<file path="config.mk">
export PLATFORM = sky130hd
export DESIGN_NAME = disp_scan_hold
export DESIGN_NICKNAME = d
export VERILOG_FILES = /design/src/rtl/disp_scan_hold.sv
export SDC_FILE = /design/constraint.sdc
export NUM_CORES = 1
export LEC_CHECK = 0
export BUFFER_PORTS_ARGS = -buffer_cell sky130_fd_sc_hd__buf_4
export CORE_ASPECT_RATIO = 0.5
export CORE_UTILIZATION = 25
export CTS_CLUSTER_DIAMETER = 50
export CTS_CLUSTER_SIZE = 10
export DETAILED_ROUTE_END_ITERATION = 10
export PLACE_DENSITY = 0.47
export RECOVER_POWER = 25
export SLEW_MARGIN = 20
export SYNTH_ARGS = -nofsm -noshare
export SYNTH_HDL_FRONTEND = slang
export SYNTH_SLANG_ARGS = --single-unit
export TNS_END_PERCENT = 30
</file>
<file path="constraint.sdc">
create_clock -name clk_1m -period 6.2 [get_ports clk_1m]
set_input_delay 1.55 -clock clk_1m [delete_from_list [all_inputs] [get_ports clk_1m]]
set_output_delay 1.55 -clock clk_1m [all_outputs]
set_load 0.05 [all_outputs]
</file>
<file path="src/rtl/disp_scan_hold.sv">
// Debug display back end: captures CPU-domain bus snapshots, holds each
// for a minimum time and scan-multiplexes it onto a 4-digit 7-seg display.
module disp_scan_hold #(
    parameter int C_SCAN     = 10,
    parameter int HOLD_TICKS = 250,
    parameter int BLANK_CYC  = 8
) (
    input  logic        clk_1m,
    input  logic        rst_n,
    input  logic        cap_tgl_i,
    input  logic [15:0] number_i,
    input  logic [3:0]  dot_i,
    input  logic        freeze_i,
    output logic [3:0]  disp_sel,
    output logic [7:0]  disp_seg,
    output logic        busy_o,
    output logic [7:0]  drop_cnt_o
);

    localparam logic [9:0]        HOLD_V  = 10'(HOLD_TICKS);
    localparam logic [C_SCAN-1:0] BLANK_V = C_SCAN'(BLANK_CYC);

    logic              s1, s2, s3;
    logic [15:0]       shadow, pend;
    logic [3:0]        shadow_dot, pend_dot;
    logic              pend_v;
    logic [9:0]        hold;
    logic [7:0]        drop;
    logic [C_SCAN-1:0] presc, presc_nxt;
    logic [1:0]        k, k_nxt;
    logic              tick, evt, idle, commit_now, commit_pend;
    logic [3:0]        nib;
    logic [6:0]        hex;

    assign evt         = s2 ^ s3;
    assign idle        = (hold == 10'd0);
    assign commit_now  = evt && idle && !freeze_i;
    assign commit_pend = !evt && idle && !freeze_i && pend_v;
    assign tick        = &presc;
    assign presc_nxt   = presc + 1'b1;
    assign k_nxt       = tick ? k + 2'd1 : k;
    assign busy_o      = !idle;
    assign drop_cnt_o  = drop;

    always_ff @(posedge clk_1m or negedge rst_n) begin
        if (!rst_n) begin
            s1 <= 1'b0;
            s2 <= 1'b0;
            s3 <= 1'b0;
        end else begin
            s1 <= cap_tgl_i;
            s2 <= s1;
            s3 <= s2;
        end
    end

    always_ff @(posedge clk_1m or negedge rst_n) begin
        if (!rst_n) begin
            shadow     <= '0;
            shadow_dot <= '0;
            pend       <= '0;
            pend_dot   <= '0;
            pend_v     <= 1'b0;
            hold       <= '0;
            drop       <= '0;
        end else begin
            if (commit_now) begin
                shadow     <= number_i;
                shadow_dot <= dot_i;
                pend_v     <= 1'b0;
            end else if (evt) begin
                pend     <= number_i;
                pend_dot <= dot_i;
                pend_v   <= 1'b1;
            end else if (commit_pend) begin
                shadow     <= pend;
                shadow_dot <= pend_dot;
                pend_v     <= 1'b0;
            end
            // An event always displaces a waiting snapshot, whichever path it takes
            if (evt && pend_v && drop != 8'hFF)
                drop <= drop + 8'd1;
            if (commit_now || commit_pend)
                hold <= HOLD_V;
            else if (tick && !idle)
                hold <= hold - 10'd1;
        end
    end

    assign nib = shadow[{k_nxt, 2'b00} +: 4];

    always_comb begin
        hex = 7'h7F;
        case (nib)
            4'h0: hex = 7'h40;
            4'h1: hex = 7'h79;
            4'h2: hex = 7'h24;
            4'h3: hex = 7'h30;
            4'h4: hex = 7'h19;
            4'h5: hex = 7'h12;
            4'h6: hex = 7'h02;
            4'h7: hex = 7'h78;
            4'h8: hex = 7'h00;
            4'h9: hex = 7'h10;
            4'hA: hex = 7'h08;
            4'hB: hex = 7'h03;
            4'hC: hex = 7'h46;
            4'hD: hex = 7'h21;
            4'hE: hex = 7'h06;
            4'hF: hex = 7'h0E;
            default: hex = 7'h7F;
        endcase
    end

    // Outputs follow next-state scan values so blanking aligns with prescaler 0
    always_ff @(posedge clk_1m or negedge rst_n) begin
        if (!rst_n) begin
            presc    <= '0;
            k        <= '0;
            disp_sel <= 4'b1111;
            disp_seg <= 8'hFF;
        end else begin
            presc <= presc_nxt;
            k     <= k_nxt;
            if (presc_nxt < BLANK_V) begin
                disp_sel <= 4'b1111;
                disp_seg <= 8'hFF;
            end else begin
                disp_sel <= ~(4'b0001 << k_nxt);
                disp_seg <= {~shadow_dot[k_nxt], hex};
            end
        end
    end

endmodule

</file>
# [Word level (Yosys, flattened, before mapping)]
# Memories as Yosys holds them, arrays and structs flattened.
# Cells that the tools add are included.
[word_totals] ff_bits=86 romBits=112 input_bits=24 wordCells=64 n_memories=1
[memory_table] name="(no name shown)" words=16 word_bits=7 read_ports=1 rd_ports_with_merged_regs=0 wr=0 line="94" rtl="case (nib)"
[op_classes] add_sub_neg=4 n_lt_le_gt_ge=2 n_eq_ne=2 shifts=2 mux=16 bitwise=4 n_reduce_logical=19
[op_table] operator="$mux 16" n=3
[op_table] operator="$mux 10" n=2
[op_table] operator="$mux 4" n=4
[op_table] operator="$shiftx 16x5->4" n=1
[op_table] operator="$add 10x1->10 const B" n=1
[op_table] operator="$logic_not 10->1" n=1
[op_table] operator="$lt 10x4->1 const B" n=1
[op_table] operator="$reduce_and 10->1" n=1
[op_table] operator="$sub 10x1->10 const B" n=1
[op_table] operator="$add 8x1->8 const B" n=1
[op_table] operator="$logic_and 1x1->1" n=8
[op_table] operator="$mux 8" n=1
[op_table] operator="$ne 8x8->1 const B" n=1
[op_table] operator="$mux 1" n=4
[op_table] operator="$not 4->4" n=1
[op_table] operator="$reduce_and 2->1" n=2
[op_table] operator="$reduce_bool 2->1" n=2
[op_table] operator="$shl 1x2->4 const A" n=1
[op_table] operator="$logic_not 1->1" n=3
[op_table] operator="$lt 2x3->1 const B" n=1
[op_table] operator="$reduce_bool 3->1" n=1
[op_table] operator="$add 2x1->2 const B" n=1
[op_table] operator="$bmux 1 s2" n=1
[op_table] operator="$mux 2" n=1
[op_table] operator="other kinds (4)" n=5

# [Depth between registers and ports, before layout]
[depth] word_depth=8 depth_mapped=11 ltp_nobuf=10

# [Least setup slack after synthesis]
# No wires, ideal clock.
[synth_timing] path_kind="register -> output" from="register hold[6]" to="output busy_o" arrival_ns=1.309 required_time_ns=4.650 slack_ns=3.341 stages_incl_launch_ff=3 n_path_buf=0 path_cell_list="dfrtp_1 > nor4_1 > nand3_1"
[synth_between] elab_chain_len=2
[synth_lines] item="start: declaration" line="27" rtl="logic [9:0] hold;"
[synth_lines] item="start signal: assignment" line="86" rtl="hold <= hold - 10'd1;"
[synth_lines] item="$logic_not 10->1" line="36" rtl="assign idle = (hold == 10'd0);"
[synth_lines] item="$logic_not 1->1" line="42" rtl="assign busy_o = !idle;"
[synth_lines] item="end: declaration" line="16" rtl="output logic busy_o,"
# No other way between the ends.

# [Worst setup path in the final report]
# Same ends and word-level chain as after synthesis.

==> results.sh <==
export IMPL_place_hpwl_um=6150
export IMPL_core_um2=15900
export IMPL_port_buffers=44
export IMPL_rsz0062_at_grt="no"
export IMPL_period_share=0.575
export IMPL_critPathMaxStageDelay_ns=0.49
export IMPL_synth_top_area_frac=0.444
export IMPL_clock_sinks=86
export IMPL_clkSlewWorstSetupHoldPaths_ns=0.06
export IMPL_synth_top_cell_by_area="dfrtp_1"
export IMPL_cp_start_kind="register"
export IMPL_fin_nets=458
export IMPL_netlist_instances=383
export IMPL_area_delta_synth_final_pct=20.1
export IMPL_initial_utilization=0.263
export IMPL_tightest_slew_ns=2.09
export IMPL_violations="capacitance limit, slew limit"
export IMPL_synth_area_leaders="dfrtp_1 (44%), dfstp_2 (7.6%), mux2_2 (7.3%)"
export IMPL_worstPathArrival_ns=2.01
export IMPL_hp_class="reg -> reg"
export IMPL_cts_resized=0
export IMPL_fin_skew_ns=0.00442
export IMPL_cts_setup_buffers=0
export IMPL_drive_gt1_frac=0.247
export IMPL_grt_overflow=0
export IMPL_clk_insertion_delay_late_ns=0.34
export IMPL_critPathLaunch="hold[6]"
export IMPL_cp_required_ns=4.65
export IMPL_cts_tree="built"
export IMPL_grt_pass1_wl_um=15000
export IMPL_wl_per_cell_um=13.9
export IMPL_ys_warn_count=0
export IMPL_cts_buffer_depth=2
export IMPL_powerDensity_nw_per_um2=292
export IMPL_n_antenna_cell=0
export IMPL_max_slew_margin=-0.396
export IMPL_period_needed_ns=3.56
export IMPL_ios=45
export IMPL_vias_per_cell=4.48
export IMPL_gp_congestion=0.727
export IMPL_die_area_um2=17200
export IMPL_worst_path_max_delay_cell="nor4_1"
export IMPL_outcome="complete, but fails checks"
export IMPL_synth_area_um2=4170
export IMPL_synth_ff_type="dfrtp_1"
export IMPL_syn_nets=418
export IMPL_synth_cell_type_count=43
export IMPL_synthArstFlopShare=1.00
export IMPL_first_iter_violations=140
export IMPL_crit_chain="nor4_1, nand3_1, buf_4"
export IMPL_cap_violations=1
export IMPL_p_leak_nw=2.13
export IMPL_slew_violations=38
export IMPL_cts_buffers=9
export IMPL_drtPass1Iterations=5
export IMPL_rows=32
export IMPL_path_max_fanout=8
export IMPL_synth_edff_count=0
export IMPL_post_layout_nonfiller_instances=646
export IMPL_vias=2893
export IMPL_finalSetupViolCount=0
export IMPL_die_x_um=185
export IMPL_worstSetupPathType="reg -> out"
export IMPL_finish_utilization=0.316
export IMPL_syn_area_per_cell_um2=10.9
export IMPL_r2r_start="presc[0]"
export IMPL_place_inst=633
export IMPL_peakVddDrop_mv=0.109
export IMPL_hold_slack_ns=0.350
export IMPL_routed_wl_um=8960
export IMPL_ys_seq_area_frac=0.520
export IMPL_antenna_left=0
export IMPL_antenna_found_initial=0
export IMPL_die_height_um=93.3
export IMPL_root_buffer="clkbuf_16"
export IMPL_grt_max_degree=51
export IMPL_track_usage=0.111
export IMPL_tns_ns=0
export IMPL_synth_seq_cells=86
export IMPL_fmax_mhz=281
export IMPL_route_detailed_drc=0
export IMPL_htree_num_levels=3
export IMPL_ctsHoldBuffers=0
export IMPL_hold_viol=0
export IMPL_min_from="s1"
export IMPL_cp_end_kind="output port"
export IMPL_grt_pass1_vias=2919
[cells by family after synthesis]
family / Yosys count / share of synthesized area
and+or+nand+nor: 125 / 0.147
adders and majority gates: 11 / 0.0330
buffers and inverters: 26 / 0.0258
xor gates and xnor gates: 29 / 0.0609
DFF: 86 / 0.520
AOI/OAI and AO/OA: 66 / 0.104
muxes: 40 / 0.110
[report_power, final]
part | internal, mW | switching, mW
sequential | 0.618 | 0.0441
clock | 0.316 | 0.205
combinational | 0.106 | 0.173
total | 1.04 | 0.422
[worst max-delay path, delay by kind of cell, from the launching register on]
kind	cells	cell delay, ns
buffers and inverters	1	0.33
DFF	1	0.42
and+or+nand+nor	2	0.92
[area by class of cell]
type | count | area (um2)
clock buffers | 11 | 243
clock inverters | 2 | 35.0
fillers | 1675 | 10800
inverters | 7 | 26.3
multi-input cells | 271 | 1910
flip-flops and latches | 86 | 2170
well taps | 221 | 277
repair buffers | 48 | 357
[cell usage after synthesis, types with 2 or more instances]
cell type / number
buf_2: 2
nor2b_1: 5
and2_1: 2
nand3_1: 16
o22ai_1: 22
xor2_1: 16
dfstp_2: 12
o221ai_1: 3
o211a_1: 2
or3_1: 2
and3_1: 4
dfrtp_1: 74
mux2_2: 27
o21ai_0: 6
xnor2_1: 13
nand3b_1: 3
o2111ai_1: 2
mux2i_1: 11
inv_1: 7
mux4_2: 2
nor4_1: 2
o211ai_1: 4
a21oi_1: 22
nand2_1: 31
clkbuf_1: 16
ha_1: 11
nor3_1: 7
nand2b_1: 3
nor2_1: 38
nand4_1: 5
[routing by layer]
metal  vias up  track usage  share of wire
li1       1441            -              -
met1      1417        0.161           0.54
met2        25        0.161           0.42
met3        10       0.0261          0.024
met4         0       0.0393          0.014
met5         -            0              0
[stage by stage]
step / cell area [um2] / setup WS (ns) / power [mW]
after floorplan: 4170 / 3.34 / 0.857
after global routing: 5010 / 2.26 / 1.53
after CTS: 5020 / 2.61 / 1.48
after detailed placement: 4740 / 2.69 / 0.956
after global placement: 4730 / 2.74 / 0.952
final: 5010 / 2.64 / 1.46
[path summary, 6_finish.rpt]
path                                 end  slack [ns]  depth (start not counted)
min in group asynchronous  drop_cnt_o[0]        1.81                          1
setup / recovery                  busy_o        2.64                          3
setup reg to reg             disp_seg[3]        2.81                         10
max in group asynchronous        hold[1]        2.82                          2
hold reg to reg                       s2        0.35                          0
hold / removal                        s2        0.35                          0
[sequential cells by signal (all words and copies together), names as in the netlist]
| register | count |
|---|---|
| disp_sel | 4 |
| k | 2 |
| drop_cnt_o | 8 |
| s3 | 1 |
| shadow | 16 |
| pend | 16 |
| presc | 10 |
| shadow_dot | 4 |
| hold | 10 |
| disp_seg | 8 |
| s1 | 1 |
| pend_v | 1 |
| s2 | 1 |
| pend_dot | 4 |
[placed cells by master (no fill, tap or decap), drive strengths merged, types with 2 or more instances in the layout]
master and instances:
dfrtp 74, buf 46, nor2 38, nand2 31, mux2 27, o22ai 22
a21oi 22, nand3 16, xor2 16, xnor2 13, clkbuf 13, dfstp 12
mux2i 11, ha 11, inv 7, nor3 7, nand4 6, o21ai 6
nor2b 5, and3 4, o211ai 4, nand2b 3, nand3b 3, o221ai 3
and2 2, o2111ai 2, nor4 2, mux4 2, or3 2, o211a 2
nor3b 2
(Power assumes the default switching activity.)
